--- src/rtl/mmff_group.sv ---
// rtl/mmff_group.sv - multi-mode flop group with per-channel config chain and scan chain
module mmff_group #(
    parameter int WIDTH = 4
) (
    input  logic             clock,
    input  logic             global_reset_n,
    input  logic             config_enable,
    input  logic             ccff_head,
    output logic             ccff_tail,
    output logic             cfg_loaded,
    input  logic             scan_mode,
    input  logic             scan_enable,
    input  logic             scan_in,
    output logic             scan_out,
    input  logic [WIDTH-1:0] d,
    input  logic [WIDTH-1:0] r,
    input  logic [WIDTH-1:0] e,
    output logic [WIDTH-1:0] q_out
);
    localparam int CFG_LEN = 5 * WIDTH;
    localparam int CNT_W   = $clog2(CFG_LEN + 1);
    localparam logic [CNT_W-1:0] CNT_FULL = CNT_W'(CFG_LEN);

    logic [CFG_LEN-1:0] cfg_q, cfg_d;
    logic [CNT_W-1:0]   cnt_q, cnt_d;
    logic               cen_q;
    logic [WIDTH-1:0]   q_q, q_d;
    logic [WIDTH:0]     scan_sh;
    logic [4:0]         mode [WIDTH];

    always_ff @(posedge clock or negedge global_reset_n) begin
        if (!global_reset_n) begin
            cfg_q <= '0;
            cnt_q <= '0;
            cen_q <= 1'b0;
            q_q   <= '0;
        end else begin
            cfg_q <= cfg_d;
            cnt_q <= cnt_d;
            cen_q <= config_enable;
            q_q   <= q_d;
        end
    end

    // cfg[0] takes the head bit, so the first bit shifted in ends up at the tail.
    always_comb begin
        cfg_d = cfg_q;
        cnt_d = cnt_q;
        if (config_enable) begin
            cfg_d = {cfg_q[CFG_LEN-2:0], ccff_head};
            if (!cen_q)
                cnt_d = CNT_W'(1);
            else if (cnt_q != CNT_FULL)
                cnt_d = cnt_q + CNT_W'(1);
        end
    end

    assign ccff_tail  = cfg_q[CFG_LEN-1];
    assign cfg_loaded = (cnt_q == CNT_FULL);
    assign scan_sh    = {q_q, scan_in};

    always_comb begin
        q_d   = q_q;
        q_out = '0;
        for (int i = 0; i < WIDTH; i++) begin
            mode[i] = scan_mode ? 5'b00000 : cfg_q[5*i +: 5];
            if (config_enable)
                q_d[i] = q_q[i];
            else if (scan_enable)
                q_d[i] = scan_sh[i];
            else if (mode[i][1] && r[i])
                q_d[i] = mode[i][2];
            else if (mode[i][0] && !e[i])
                q_d[i] = q_q[i];
            else
                q_d[i] = d[i];
            q_out[i] = mode[i][4] ^ (mode[i][3] ? d[i] : q_q[i]);
        end
    end

    // Scan observes the raw flop, independent of bypass/invert.
    assign scan_out = q_q[WIDTH-1];

endmodule

--- config.mk ---
export PLATFORM = sky130hd
export DESIGN_NAME = mmff_group
export DESIGN_NICKNAME = d
export VERILOG_FILES = /design/src/rtl/mmff_group.sv
export SDC_FILE = /design/constraint.sdc
export NUM_CORES = 1
export LEC_CHECK = 0
export CAP_MARGIN = 20
export CORE_UTILIZATION = 51
export CTS_BUF_LIST = sky130_fd_sc_hd__clkbuf_4 sky130_fd_sc_hd__clkbuf_8
export DETAILED_ROUTE_END_ITERATION = 10
export HOLD_SLACK_MARGIN = 0.1
export MAX_ROUTING_LAYER = met4
export PLACE_DENSITY_LB_ADDON = 0.25
export SLEW_MARGIN = 20
export SYNTH_ARGS = -nofsm -noshare
export SYNTH_HDL_FRONTEND = slang
export SYNTH_SLANG_ARGS = --single-unit
--- constraint.sdc ---
create_clock -name clock -period 1.57 [get_ports clock]
set_input_delay 0.157 -clock clock [delete_from_list [all_inputs] [get_ports clock]]
set_output_delay 0.157 -clock clock [all_outputs]
set_load 0.02 [all_outputs]
==> flow_summary.ini, run 1 <==
[synth]
synth.top_cell.area_share_pct = 47.0
synth_cell_types = 31
synth_nets = 167
synth_area_leader_cell = dfrtp_1
syn-cell-area_sq_um = 1600
synthFlopType = dfrtp_1
synth_common_cells = 30 x dfrtp_1, 20 x mux2_2, 10 x nor2_1, 9 x a21oi_1
synth_cells = 146
avgSynthCellArea_sq_um = 10.9
synthTopCellsByArea = dfrtp_1 47%, mux2_2 14%, mux2i_1 5.0%, a21oi_1 2.8%, o21ai_0 2.5%
synth_edf_count = 0
yosysSeqAreaShare_pct = 47.0
synth_most_common_cell = dfrtp_1
ys_ff_latch = 30
yosys_warnings = 0
ys_async_sr_fraction_pct = 100

[worst_setup_path]
rr_worst_depth = 5
crit_type = reg2out
reg2reg_to = cnt_q[4]
cp-start-kind = register
critPathMaxFanout = 5
arrival_ns = 1.35
endpoint_kind = output port
rr_startpoint = cnt_q[0]
cp.required_ns = 1.41
r2r_slack_ns = 0.08

[timing]
hold_violations = 0
relSlewSlack_pct = 74.7
finalCriticalPeriod_ns = 1.51
finalSetupViolCount = 0
finalCritPeriodShare_pct = 96.0
finClkSkew_ns = 0.0105
slew_violations = 0
tightest_slew_ns = 0.380
fmax_ghz = 0.664
grt_setup_unrepaired = yes

[global_route]
track_usage_pct = 23.6
grt_pass1_vias = 1386
antenna_found_initial = 0
grt_pass1_wl_microns = 5800
grt-ovfl-total = 0
grt_max_degree = 31

[clocking]
clkSlewWorstSetupHoldPaths_ns = 0.10
root_buffer = clkbuf_4
htreeDepth = 2
cts_made_buffers = 5
cts_tree = done
cts_buffer_depth = 2
cts.sinks = 30
clk_latency_ns = 0.34

[floorplan]
die_area_sq_um = 3360
die_x_microns = 58.0
ios = 26
coreArea_sq_um = 2850
die_h_microns = 58.0
rows = 19
initial_utilization_pct = 56.0

[drt]
wl_per_cell_microns = 14.7
via_per_inst = 5.87
drt.antenna.violating_nets = 0
drt_wl_total_microns = 3300
first_pass_iters = 5
vias = 1314
drt-initial-drc-count = 49
route.detailed.drc = 0

[layout]
layout-drive-gt1-share_pct = 28.5
fillerInstances = 212
n_antenna_cell = 0
area_growth_pct = 28.7
fin_nets = 213
stdcell_count = 224
fin_util_pct = 72.1
final_cell_area_sq_um = 2060

[placed_design]
gp_congestion = 0.836
place_area_sq_um = 1990
post-place-cells = 215
numPortBuffers = 25
hpwl_microns = 2380

[outcome]
status = finished, final reports clean

[min_path]
hp-class = in2async

[pwr]
max-vdd-ir-drop_mv = 0.932
p_total_uw = 2860
p_leak_uw = 0.000945
p_per_area_nw_per_um2 = 1390

[job]
maxCapViolations = 0
## layout make-up
cell class	count	area [sq um]	area share [%]
clock buffer	5	37.5	1.83
clock inverter	3	40.0	1.95
inverter	6	22.5	1.10
multi-input combinational	105	793	38.6
sequential	30	751	36.5
tap	31	38.8	1.89
timing repair buffer	44	373	18.1
## metrics by stage
stage / setup WS [ns] / TNS [ns] / hold WS [ns]
6_report: 0.0631 / 0 / 0.205
3_5_place_dp: -0.231 / -1.12 / 0.516
3_3_place_gp: -0.227 / -1.02 / 0.503
2_1_floorplan: 0.196 / 0 / -0.139
5_1_grt: -0.0640 / -0.0913 / 0.242
4_1_cts: 0.000342 / 0 / 0.208
## power breakdown
part	switching (uW)	internal, uW
Combinational	418	583
Sequential	228	1030
Clock	269	330
Total	916	1940
## placed cells by master (no fill, tap or decap), types with 6 or more instances in the layout
cell type	n
buf_4	22
nand3_1	6
nand2_1	7
clkdlybuf4s50_1	18
nor2_1	10
mux2_2	20
mux2i_1	8
nor2b_1	6
dfrtp_1	30
a21oi_1	9
inv_1	6
## sequential cells by signal (all words and copies together) (netlist names)
name / count
cen_q: 1
q_q: 4
cnt_q: 5
cfg_q: 20
## layer usage
layer  vias up  wire (microns)  global-route usage (%)
li1        626               -                       -
met2        35            1690                    40.1
met1       646            1430                    26.4
met5         -               0                       -
met4         0              55                    11.6
met3         7             133                    4.91
## worst max-delay path: stages (launching register included)
cell,delay (ns)
dfrtp_1,0.42
mux2i_1,0.22
a21oi_1,0.09
o21ai_1,0.13
buf_4,0.16
## worst max-delay path by stage
stage	cells past startpoint	slack [ns]	startpoint	endpoint
detailed placement	5	-0.23	d[1]	q_out[1]
global route	4	-0.06	cfg_q[13]	q_out[2]
global placement	5	-0.23	d[1]	q_out[1]
floorplan	3	0.20	cfg_q[19]	q_out[3]
CTS	4	0.0003	cfg_q[13]	q_out[2]
finish	4	0.06	cfg_q[13]	q_out[2]
## cells by family after synthesis
logic type               synth area share, %
AND/OR/NAND/NOR                         14.4
AO/OA/AOI/OAI                           13.2
multiplexers                            20.5
flip-flops                              47.0
buffers and inverters                   3.37
adder cells (fa/ha/maj)                 1.57
## what timing repair did
item | 4_1_cts | 5_1_grt
buffers inserted | 1 | 0
gates resized for setup | 26 | 7
pin swaps | 0 | 0
hold buffers | 0 | 0
setup endpoints to repair | 7 | 4
endpoints found under the hold margin | 0 | 0
No activity file was read; power rests on OpenSTA's default activity.
==> run 2: changes to the inputs <==
- CORE_UTILIZATION: 51 -> 50
==> run 2 against run 1 <==
Effect of this change:
- via count unchanged
- setup slack gained 0.0034 ns
- non-clock buffer count is 4 higher
- core utilization shrank 3.7 points
- critical path type unchanged
- largest cell class unchanged
- clock-buffer cell count rose by 2
- sequential cell count stayed put
- clock skew decreased by 0.0076 ns
- sequential share of layout area is 0.49 points lower
==> flow_summary.ini, run 2 (same netlist as run 1, synthesis figures left out) <==
[clocking]
cts_buffer_depth = 2
root_buffer = clkbuf_4
clkSlewWorstSetupHoldPaths_ns = 0.09
clk_latency_ns = 0.33
cts.sinks = 30
cts_hold_buffers = 0
cts_tree = done
htreeDepth = 2
cts_made_buffers = 5

[pwr]
power_switching_uw = 903
p_leak_uw = 0.000960
seqPwrFrac_pct = 47.0
power.internal_uw = 1810
max-vdd-ir-drop_mv = 0.693
swShare_pct = 33.3
p_per_area_nw_per_um2 = 1300
combinationalPowerShare_pct = 36.5
p_clk_share_pct = 16.5

[layout]
fin_nets = 217
largest_reg_flops = 20
area_growth_pct = 30.6
layout-drive-gt1-share_pct = 30.6
reg_top3 = cfg_q x20, cnt_q x5, q_q x4
final_cell_mix = 29 x dfrtp_1, 25 x buf_4, 20 x mux2_2, 18 x clkdlybuf4s50_1
stdcell_count = 240
fin_util_pct = 68.4
final_common_cell = dfrtp_1
top_register = cfg_q
n_antenna_cell = 0

[global_route]
antenna_found_initial = 0
grt_pass1_vias = 1325
track_usage_pct = 23.7
grt_pass1_wl_microns = 5730
grt_max_degree = 31
grt-ovfl-total = 0

[drt]
vias = 1314
wl_met2_microns = 1670
wl_met3_microns = 155
drt_wl_total_microns = 3340
drt-initial-drc-count = 27
wl_met1_microns = 1450
route.detailed.drc = 0
via_per_inst = 5.48
wl_per_cell_microns = 13.9
first_pass_iters = 4
drt.antenna.violating_nets = 0
topRoutingLayerUsed = met4

[timing]
grt_setup_unrepaired = yes
finalSetupViolCount = 0
fin_ws_ns = 0.0666
tightest_slew_ns = 0.385
relSlewSlack_pct = 74.4
slew_violations = 0
finalCritPeriodShare_pct = 95.8
holdWs_ns = 0.215
hold_violations = 0
finClkSkew_ns = 0.00287
finalCriticalPeriod_ns = 1.50
fmax_ghz = 0.665

[worst_setup_path]
critPathSlowestCell = dfrtp_1
worstPathCellList = inv_1 -> ha_1 -> and4b_1 -> buf_4
slowest_delay_ns = 0.39
cp-start-kind = register
rr_worst_depth = 5
cp.required_ns = 1.41
critPathMaxFanout = 2
endpoint_kind = output port
crit_type = reg2out
arrival_ns = 1.35

[placed_design]
numPortBuffers = 25
post-place-ws_ns = -0.273
gp_congestion = 0.754
post-place-cells = 231
hpwl_microns = 2420

[floorplan]
die_h_microns = 58.5
initial_utilization_pct = 52.3
coreArea_sq_um = 3050
rows = 20
die_x_microns = 58.5
ios = 26
die_area_sq_um = 3430

[job]
maxCapViolations = 0

[min_path]
hp-class = in2async

[outcome]
status = finished, final reports clean
[run 2: worst paths after layout]
| check | startpoint | endpoint | slack (ns) |
|---|---|---|---|
| worst max-delay path | cnt_q[1] | cfg_loaded | 0.07 |
| worst min-delay path | global_reset_n | cnt_q[4] | 0.21 |
| worst max register to register | cnt_q[0] | cnt_q[4] | 0.12 |
| worst min register to register | cfg_q[0] | cfg_q[0] | 0.53 |
| max in group asynchronous | global_reset_n | cfg_q[13] | 1.05 |
| min in group clock | ccff_head | cfg_q[0] | 0.44 |
[run 2: per-stage QoR]
step / instance area, sq um / setup TNS, ns / total power, uW
6_report: 2090 / 0 / 2710
3_3_place_gp: 2030 / -0.745 / 2190
3_5_place_dp: 2030 / -0.937 / 2270
5_1_grt: 2090 / -0.0572 / 2910
2_1_floorplan: 1600 / 0 / 1810
4_1_cts: 2070 / 0 / 2710
[run 2: timing repair]
action                                  4_1_cts  5_1_grt
resized for setup                            26        8
endpoints found under the setup margin        6        5
buffers inserted                              2        0
hold endpoints to repair                      0        0
[run 2: area by class of cell]
| class | count | area [sq um] |
|---|---|---|
| flip-flops and latches | 30 | 752 |
| fillers | 262 | 966 |
| clock buffers | 7 | 52.6 |
| repair buffers | 48 | 404 |
| well taps | 44 | 55.1 |
| inverters | 6 | 22.5 |
| multi-input cells | 105 | 801 |
[run 2: routing by layer]
| layer | global-route usage, % | vias up |
|---|---|---|
| met5 | - | - |
| met4 | 8.84 | 0 |
| met3 | 7.47 | 7 |
| met2 | 40.4 | 34 |
| met1 | 25.9 | 637 |
| li1 | - | 636 |
[run 2: worst max-delay path: cells and delay by family (launching register included)]
family        cells  cell delay [ns]
buf+inv           2             0.24
simple gates      1             0.22
fa+ha+maj         1             0.16
flops             1             0.39
[run 2: power groups by stage]
| stage | clock network (uW) | logic (uW) | registers, uW |
|---|---|---|---|
| 2_1_floorplan | 0 | 562 | 1250 |
| 3_3_place_gp | 0 | 935 | 1250 |
| 3_5_place_dp | 0 | 983 | 1280 |
| 4_1_cts | 473 | 974 | 1260 |
| 5_1_grt | 506 | 1090 | 1310 |
| 6_report | 447 | 990 | 1270 |
